### config.mk
export PLATFORM = sky130hd
export DESIGN_NAME = power_tx_framer
export DESIGN_NICKNAME = d
export VERILOG_FILES = /design/src/rtl/power_tx_pkg.sv /design/src/rtl/power_tx_edge.sv /design/src/rtl/power_tx_framer.sv
export SDC_FILE = /design/constraint.sdc
export NUM_CORES = 1
export LEC_CHECK = 0
export ABC_AREA = 1
export CORE_MARGIN = 2
export CORE_UTILIZATION = 56
export DETAILED_ROUTE_END_ITERATION = 16
export PLACE_DENSITY = 0.9
export SYNTH_ARGS = -nofsm -noshare
export SYNTH_HDL_FRONTEND = slang
export SYNTH_SLANG_ARGS = --single-unit
export TNS_END_PERCENT = 30
### constraint.sdc
create_clock -name clk -period 3.2 [get_ports clk]
set_input_delay 0.96 -clock clk [delete_from_list [all_inputs] [get_ports clk]]
set_output_delay 0.96 -clock clk [all_outputs]
set_load 0.005 [all_outputs]
### src/rtl/power_tx_pkg.sv
// Shared types and constants for the power-amplifier command framer.
// POWER_TX_CHECKSUM_EN (optional) adds a checksum byte before EOF.
package power_tx_pkg;

    typedef enum logic [1:0] {
        ST_IDLE,
        ST_ARM,
        ST_WAIT,
        ST_TAIL
    } state_e;

    typedef enum logic [1:0] {
        FLD_LEN,
        FLD_DATA,
        FLD_CHK,
        FLD_EOF
    } field_e;

    localparam logic [7:0] SOF_DEFAULT = 8'hC0;
    localparam logic [7:0] EOF_DEFAULT = 8'hCF;
    localparam int         LEN_W       = 4;

endpackage

### src/rtl/power_tx_edge.sv
// Two-flop level sampler with an enable and a rise or fall pulse.
// PIPE adds a register on the pulse; without it the pulse comes from the flops.
module power_tx_edge #(
    parameter bit RISE = 1'b1,
    parameter bit PIPE = 1'b1
) (
    input  logic clk,
    input  logic rst_n,
    input  logic en,
    input  logic d,
    output logic pls
);

    logic s1_q, s1_d;
    logic s2_q, s2_d;
    logic hit;

    always_comb begin
        s1_d = s1_q;
        s2_d = s2_q;
        if (en) begin
            s1_d = d;
            s2_d = s1_q;
        end
    end

    assign hit = RISE ? (s1_q & ~s2_q) : (~s1_q & s2_q);

    always_ff @(posedge clk) begin
        if (!rst_n) begin
            s1_q <= 1'b0;
            s2_q <= 1'b0;
        end else begin
            s1_q <= s1_d;
            s2_q <= s2_d;
        end
    end

    generate
        if (PIPE) begin : g_pipe
            logic pls_q, pls_d;

            always_comb begin
                pls_d = en & hit;
            end

            always_ff @(posedge clk) begin
                if (!rst_n) begin
                    pls_q <= 1'b0;
                end else begin
                    pls_q <= pls_d;
                end
            end

            assign pls = pls_q;
        end else begin : g_comb
            assign pls = hit;
        end
    endgenerate

endmodule

### src/rtl/power_tx_framer.sv
// Frames SOF, LEN, payload, [CHK], EOF towards the UART TX byte engine.
// Define POWER_TX_CHECKSUM_EN to send the payload checksum before EOF.
module power_tx_framer
    import power_tx_pkg::*;
#(
    parameter int         MAX_LEN  = 8,
    parameter logic [7:0] SOF_BYTE = SOF_DEFAULT,
    parameter logic [7:0] EOF_BYTE = EOF_DEFAULT
) (
    input  logic                 clk,
    input  logic                 rst_n,
    input  logic                 send_en,
    input  logic [LEN_W-1:0]     tx_len,
    input  logic [8*MAX_LEN-1:0] tx_data,
    input  logic                 tx_ready,
    output logic                 comnd_en,
    output logic [7:0]           comnd_data,
    output logic                 send_vld,
    output logic                 send_done,
    output logic                 len_err
);

`ifdef POWER_TX_CHECKSUM_EN
    localparam field_e FLD_END = FLD_CHK;
`else
    localparam field_e FLD_END = FLD_EOF;
`endif

    state_e               state_q, state_d;
    field_e               fld_q, fld_d;
    logic [LEN_W-1:0]     len_q, len_d;
    logic [LEN_W-1:0]     idx_q, idx_d;
    logic [8*MAX_LEN-1:0] data_q, data_d;
    logic                 en_q, en_d;
    logic [7:0]           byte_q, byte_d;
    logic                 vld_q, vld_d;
    logic                 done_q, done_d;
    logic                 err_q, err_d;
    logic                 rdy_prev_q, rdy_prev_d;
`ifdef POWER_TX_CHECKSUM_EN
    logic [7:0]           chk_q, chk_d;
`endif

    logic       req_en;
    logic       req_pls;
    logic       rdy_fall;
    logic [7:0] cur_byte;
    logic [7:0] len_byte;

    assign req_en   = (state_q == ST_IDLE) & ~tx_ready;
    assign len_byte = {{(8-LEN_W){1'b0}}, len_q};

    power_tx_edge #(.RISE(1'b1), .PIPE(1'b1)) u_req (
        .clk   (clk),
        .rst_n (rst_n),
        .en    (req_en),
        .d     (send_en),
        .pls   (req_pls)
    );

    power_tx_edge #(.RISE(1'b0), .PIPE(1'b0)) u_rdy (
        .clk   (clk),
        .rst_n (rst_n),
        .en    (1'b1),
        .d     (tx_ready),
        .pls   (rdy_fall)
    );

    always_comb begin
        cur_byte = 8'h00;
        for (int i = 0; i < MAX_LEN; i++) begin
            if (idx_q == LEN_W'(i)) begin
                cur_byte = data_q[8*i +: 8];
            end
        end
    end

    always_comb begin
        state_d    = state_q;
        fld_d      = fld_q;
        len_d      = len_q;
        idx_d      = idx_q;
        data_d     = data_q;
        en_d       = 1'b0;
        byte_d     = byte_q;
        vld_d      = vld_q;
        done_d     = 1'b0;
        err_d      = 1'b0;
        rdy_prev_d = tx_ready;
`ifdef POWER_TX_CHECKSUM_EN
        chk_d      = chk_q;
`endif
        case (state_q)
            ST_IDLE: begin
                if (req_pls) begin
                    if (tx_len > LEN_W'(MAX_LEN)) begin
                        err_d = 1'b1;
                    end else begin
                        data_d  = tx_data;
                        len_d   = tx_len;
                        idx_d   = '0;
                        vld_d   = 1'b1;
                        state_d = ST_ARM;
`ifdef POWER_TX_CHECKSUM_EN
                        chk_d   = 8'h00;
`endif
                    end
                end
            end
            ST_ARM: begin
                // Transmitter must have been idle for two cycles.
                if (!tx_ready && !rdy_prev_q) begin
                    en_d    = 1'b1;
                    byte_d  = SOF_BYTE;
                    fld_d   = FLD_LEN;
                    state_d = ST_WAIT;
                end
            end
            ST_WAIT: begin
                if (rdy_fall) begin
                    en_d = 1'b1;
                    case (fld_q)
                        FLD_LEN: begin
                            byte_d = len_byte;
                            idx_d  = '0;
                            fld_d  = (len_q == '0) ? FLD_END : FLD_DATA;
                        end
                        FLD_DATA: begin
                            byte_d = cur_byte;
`ifdef POWER_TX_CHECKSUM_EN
                            chk_d  = chk_q + cur_byte;
`endif
                            if (idx_q == len_q - 1'b1) begin
                                fld_d = FLD_END;
                            end else begin
                                idx_d = idx_q + 1'b1;
                            end
                        end
                        FLD_CHK: begin
`ifdef POWER_TX_CHECKSUM_EN
                            byte_d = chk_q;
                            fld_d  = FLD_EOF;
`else
                            byte_d  = EOF_BYTE;
                            state_d = ST_TAIL;
`endif
                        end
                        FLD_EOF: begin
                            byte_d  = EOF_BYTE;
                            state_d = ST_TAIL;
                        end
                        default: begin
                            en_d    = 1'b0;
                            vld_d   = 1'b0;
                            state_d = ST_IDLE;
                        end
                    endcase
                end
            end
            ST_TAIL: begin
                if (rdy_fall) begin
                    vld_d   = 1'b0;
                    done_d  = 1'b1;
                    state_d = ST_IDLE;
                end
            end
            default: begin
                state_d = ST_IDLE;
                fld_d   = FLD_LEN;
                idx_d   = '0;
                byte_d  = 8'h00;
                vld_d   = 1'b0;
            end
        endcase
    end

    always_ff @(posedge clk) begin
        if (!rst_n) begin
            state_q    <= ST_IDLE;
            fld_q      <= FLD_LEN;
            len_q      <= '0;
            idx_q      <= '0;
            data_q     <= '0;
            en_q       <= 1'b0;
            byte_q     <= 8'h00;
            vld_q      <= 1'b0;
            done_q     <= 1'b0;
            err_q      <= 1'b0;
            rdy_prev_q <= 1'b0;
`ifdef POWER_TX_CHECKSUM_EN
            chk_q      <= 8'h00;
`endif
        end else begin
            state_q    <= state_d;
            fld_q      <= fld_d;
            len_q      <= len_d;
            idx_q      <= idx_d;
            data_q     <= data_d;
            en_q       <= en_d;
            byte_q     <= byte_d;
            vld_q      <= vld_d;
            done_q     <= done_d;
            err_q      <= err_d;
            rdy_prev_q <= rdy_prev_d;
`ifdef POWER_TX_CHECKSUM_EN
            chk_q      <= chk_d;
`endif
        end
    end

    assign comnd_en   = en_q;
    assign comnd_data = byte_q;
    assign send_vld   = vld_q;
    assign send_done  = done_q;
    assign len_err    = err_q;

endmodule

==> metrics.yaml <==
num_antenna_cells: 0
path_clk_slew_ps: 90
clock-sinks: 93
whs_ps: 446
syn_to_final_growth_pct: 24.5
rsz0062_at_grt: "no"
ys_seq_area_frac: 0.427
synth-xor-area-share: 0.00803
fillers: 604
p_leak_nw: 2.30
wl_microns: 11200
hold_viol: 0
cts_root_buf: "clkbuf_8"
die_h_microns: 92.3
crit_arrival_ps: 2970
ctsHoldBuffers: 0
timing.fmax_mhz: 372
timing.final.crit_share: 0.839
yosys.area_share.simple: 0.265
row_count: 32
synthDistinctLibCells: 28
vias_per_cell: 5.40
worstSetupPathType: "input port to flip-flop"
crit_path_start_kind: "input port"
grt_max_degree: 85
ir_drop_v: 0.000343
regArea_sq_um: 1860
cts_buffer_depth: 2
drive_above_1_share: 0.0420
syn_area_per_cell_sq_um: 6.80
io_pins: 84
netlist_area_sq_um: 4360
setup_violations: 0
route.detailed.drc: 0
worstPathMaxFanout: 84
dp_cells: 800
min_period_ps: 2690
first_global_vias: 4138
overflow: 0
die_area_sq_um: 8520
synth_top_area_share: 0.427
grt.total_usage: 0.270
cap_violations: 0
min_path_type: "flip-flop to flip-flop"
cts_buffers: 9
worst_pin_slew_ps: 1230
vias: 4406
synth_mux_area_frac: 0
synth_fa_ha_area_frac: 0.0258
htree_levels: 3
insertion_delay_ps: 360
syn_nets: 723
end_kind: "flip-flop"
drtPass1Iterations: 5
route.detailed.wl_per_inst_microns: 13.7
io_buffers: 83
synth_top_family_by_area: "simple AND/OR/NAND/NOR gates"
ys_ff_latch: 93
drtIter0Drc: 251
multiInputGateArea_sq_um: 2110
initial_core_util: 0.571
final_max_slew_viol_count: 0
antenna_found_initial: 1
cts_setup_buffers: 0
grt_pass1_wl_microns: 18500
antenna_left: 0
synth_compound_area_frac: 0.183
power_density_nw_per_um2: 492
crit_required_ps: 3490
relSlewSlack: 0.180
outcome: "finished, final reports clean"
fin_skew_ps: 8.09
die_x_microns: 92.3
cts_tree: "done"
stdcell_count: 816
netlist_top_cells_area: "dfxtp_1 (43%), nor2_1 (11%), o21ai_0 (11%)"
dp_hpwl_microns: 7840
synth_area_leader_cell: "dfxtp_1"
place_congestion: 0.894
fin_tns_setup_ps: 0
coreArea_sq_um: 7650
num-nets-final: 790
cts-resized-gates: 0
ys_warn_count: 0
netlist_instances: 642
==> power by group <==
| group | total, mW | internal (mW) | switching, mW |
|---|---|---|---|
| Combinational | 0.519 | 0.219 | 0.300 |
| Clock | 0.877 | 0.465 | 0.412 |
| Sequential | 1.28 | 1.24 | 0.0456 |
| Total | 2.68 | 1.92 | 0.758 |
==> per-layer routing <==
metal | vias to the layer above | share of wire | GRT usage | routed length [microns]
met5 | - | 0 | 0 | 0
met4 | 0 | 0.026 | 0.119 | 297
met3 | 29 | 0.062 | 0.0518 | 693
met2 | 170 | 0.47 | 0.449 | 5240
met1 | 2013 | 0.44 | 0.341 | 4990
li1 | 2194 | - | - | -
==> placed cells by master (no fill, tap or decap), types with 3 or more instances in the layout <==
cell type and n:
o211ai_1 4, ha_1 9, dfxtp_1 93, clkdlybuf4s50_1 82, clkbuf_8 10, nand2_1 101
buf_4 3, nand3_1 27, a21oi_1 56, nand4_1 9, nor3_1 5, inv_2 3
inv_1 68, xnor2_1 3, o21ai_0 92, nor2_1 128
==> state kept, by name, summed over array words and instances (netlist names), 2 cells and up <==
register / cells
len_q: 4
idx_q: 4
comnd_data: 8
fld_q: 2
state_q: 2
data_q: 64
==> final timing paths <==
check | to | slack, ps | cells after the start | startpoint
worst max-delay path | data_q[48] | 510 | 7 | tx_len[2]
worst min-delay path | u_req.pls | 450 | 1 | u_req.s2_q
worst max register to register | data_q[48] | 870 | 7 | state_q[0]
worst min register to register | u_req.pls | 450 | 1 | u_req.s2_q
==> layout make-up <==
type | count | area share
clock buffer | 11 | 0.0260
clock inverter | 5 | 0.0152
inverter | 71 | 0.0490
multi-input combinational | 448 | 0.388
sequential | 93 | 0.343
tap | 102 | 0.0235
timing repair buffer | 86 | 0.156
==> critical path: stages <==
cell and delay (ps):
clkdlybuf4s50_1 450, inv_1 50, nand3_1 110, a21oi_2 80
inv_2 880, o21ai_0 210, a21oi_1 200
==> metrics by stage <==
| step | area [sq um] | utilization | power [mW] | setup slack (ps) |
|---|---|---|---|---|
| after floorplan | 4360 | - | 1.61 | 1110 |
| after global placement | 5210 | 0.681 | 1.79 | 288 |
| after detailed placement | 5210 | 0.681 | 1.81 | 171 |
| after CTS | 5440 | 0.711 | 2.67 | 531 |
| after global routing | 5440 | 0.711 | 2.80 | 263 |
| final | 5440 | 0.711 | 2.68 | 514 |
==> cell usage after synthesis (all sizes together) <==
library cell,instances
dfxtp,93
buf,15
inv,71
nor3,6
nor2,130
a211oi,1
nand4,9
ha,9
o21ai,92
clkbuf,15
nand3,27
nor4,1
or2,1
a31oi,1
nand2,103
xor2,1
o211ai,4
o21a,1
xnor2,3
a21oi,57
nor3b,2
==> cells by family after synthesis <==
| group | count (synthesis) |
|---|---|
| buf+inv | 101 |
| flops | 93 |
| fa+ha+maj | 9 |
| simple gates | 279 |
| compound gates | 156 |
| xor+xnor | 4 |
No activity file was read; power rests on OpenSTA's default activity.
==> variant: new RTL, same settings <==
`data_q` no longer has a reset.
--- a/src/rtl/power_tx_framer.sv
+++ b/src/rtl/power_tx_framer.sv
@@ -180,7 +180,6 @@
             fld_q      <= FLD_LEN;
             len_q      <= '0;
             idx_q      <= '0;
-            data_q     <= '0;
             en_q       <= 1'b0;
             byte_q     <= 8'h00;
             vld_q      <= 1'b0;
@@ -195,7 +194,6 @@
             fld_q      <= fld_d;
             len_q      <= len_d;
             idx_q      <= idx_d;
-            data_q     <= data_d;
             en_q       <= en_d;
             byte_q     <= byte_d;
             vld_q      <= vld_d;
@@ -208,6 +206,10 @@
         end
     end
 
+    always_ff @(posedge clk) begin
+        data_q <= data_d;
+    end
+
     assign comnd_en   = en_q;
     assign comnd_data = byte_q;
     assign send_vld   = vld_q;
Formal check against the unedited RTL: no difference found for any inputs over 10 cycles, from zero or initial values and one cycle with rst_n low; that may be too few to reach the edited logic, so the function may still have changed.
==> variant against the original RTL <==
Area after synthesis is 4.9% lower; synthesized cell count shrank 33%; sequential power increased by 12%; power grew 16%; sequential share of layout area grew 13 points; wire length decreased by 17%; setup slack better by 180 ps; first-iteration DRC count up 8.0%; sequential cell count unchanged; cell area down 3.2%; die area fell by 4.7%; critical endpoint is now data_q[58]; largest cell class is now flip-flops and latches.
==> variant: results (changes against the original RTL) <==
outcome=finished clean; final-layout clock buffer total=12 (+1); Int Pwr=0.002097 W (+9.3%); inverters=46 (-35%); grt met3 use=5.113% (-0.064 points); Post-DP Area=5067 µm² (-2.8%); GRT Total Usage=24.06% (-2.9 points); post_cts resized=0 (unchanged); share of cells above drive strength 1=6.476% (+2.3 points); Crit Path Max Fanout=65 (-23%); Synthesized Nets=514 (-29%); CP arrival=2510 ps (-460 ps); ClkCell Share=3.709% (-0.41 points); DR WL/cell=14.88 µm (+8.2%); depth of the most critical reg-to-reg path=14 (+7); multi-input gates=285 (-36%); Async SR Flop Fraction=0% (unchanged); Synth Instances=433 (-33%); Worst IR Drop VDD=0.0002835 V (-17%); synth top area cells=edfxtp_1 46%, dfxtp_1 14%, nand2_1 9.6%; Seq/Total Area, Yosys=60.28% (+18 points); final WL=9283 µm (-17%); Cell variety after synth=34 (+21%); clk_skew=12.40 ps (+4.318 ps); sw frac=32.71% (+4.4 points); Setup WS pre-CTS=313.2 ps (+142.2 ps); TritonCTS Buffers=9 (unchanged); H-tree depth=3 (unchanged); full die area=8118 µm² (-4.7%); GR Util met1=29.15% (-4.9 points); Post-DP HPWL=6696 µm (-15%); first-pass GRT wire length=15360 µm (-17%); Seq group=0.00143 W (+12%); CP delay by family, top=buffers and inverters; Data buffer area share=16.07% (+0.46 points); Post-synth EDFFs=64 (+64); largest net degree at the start of global routing=66 (-22%); via-per-instance ratio=5.359 (-0.75%); Slew Limit Headroom=46.14% (+28 points); met2 Resource Use GR=41.23% (-3.6 points); First DRT Iteration DRCs=271 (+8.0%); multi-input logic portion of the cell area=27.03% (-12 points); Seq cells=93 (unchanged); Synth Flop Type=edfxtp_1; GPL Wtd Cong=0.8406 (-5.9%); Placed Instances=608 (-24%); initial antenna violation count=0 (-1); Sequential Area=2502 µm² (+34%); Commonest cells post-synth=106 x nand2_1, 64 x edfxtp_1, 52 x nor2_1; Nets=601 (-24%); Logic pwr share=29.3% (+9.9 points); filler cell count=509 (-16%); Signal buffers=85 (-1.2%); CP peak stage delay=630 ps (-250 ps); Leakage=1.989 nW (-13%); number of global-route vias before repair=3290 (-20%); CP max stage cell=buf_4; first-pass detailed-route iteration total=6 (+1); area occupied by multi-input gates=1423 µm² (-32%)
variant: cell count changes in the layout (fill, tap and decap cells not counted), moves of 3 or more:
cell / unedited run / this run
inv_1: 68 / 41
o21ai_1: 0 / 7
edfxtp_1: 0 / 64
nand3_1: 27 / 24
nor2_1: 128 / 51
nand2_1: 101 / 106
a21oi_1: 56 / 28
dfxtp_1: 93 / 29
o21ai_0: 92 / 15
variant: kinds of logic after synthesis:
family	share of synthesized area, %
and+or+nand+nor	22.15
DFF	60.28
adders and majority gates	2.713
AOI/OAI and AO/OA	8.167
buffers and inverters	5.636
xor gates and xnor gates	1.055
variant: metal layers:
metal | share of wire (%) | vias to the layer above
met5 | 0 | -
met4 | 2.6 | 0
met3 | 6.9 | 25
met2 | 51 | 138
met1 | 40 | 1565
li1 | - | 1616
variant: final timing paths:
path	start	end	slack, ps
worst max-delay path	tx_len[1]	data_q[58]	690
worst min-delay path	u_req.s2_q	u_req.pls	440
worst min register to register	u_req.s2_q	u_req.pls	440
worst max register to register	idx_q[1]	comnd_data[7]	1010
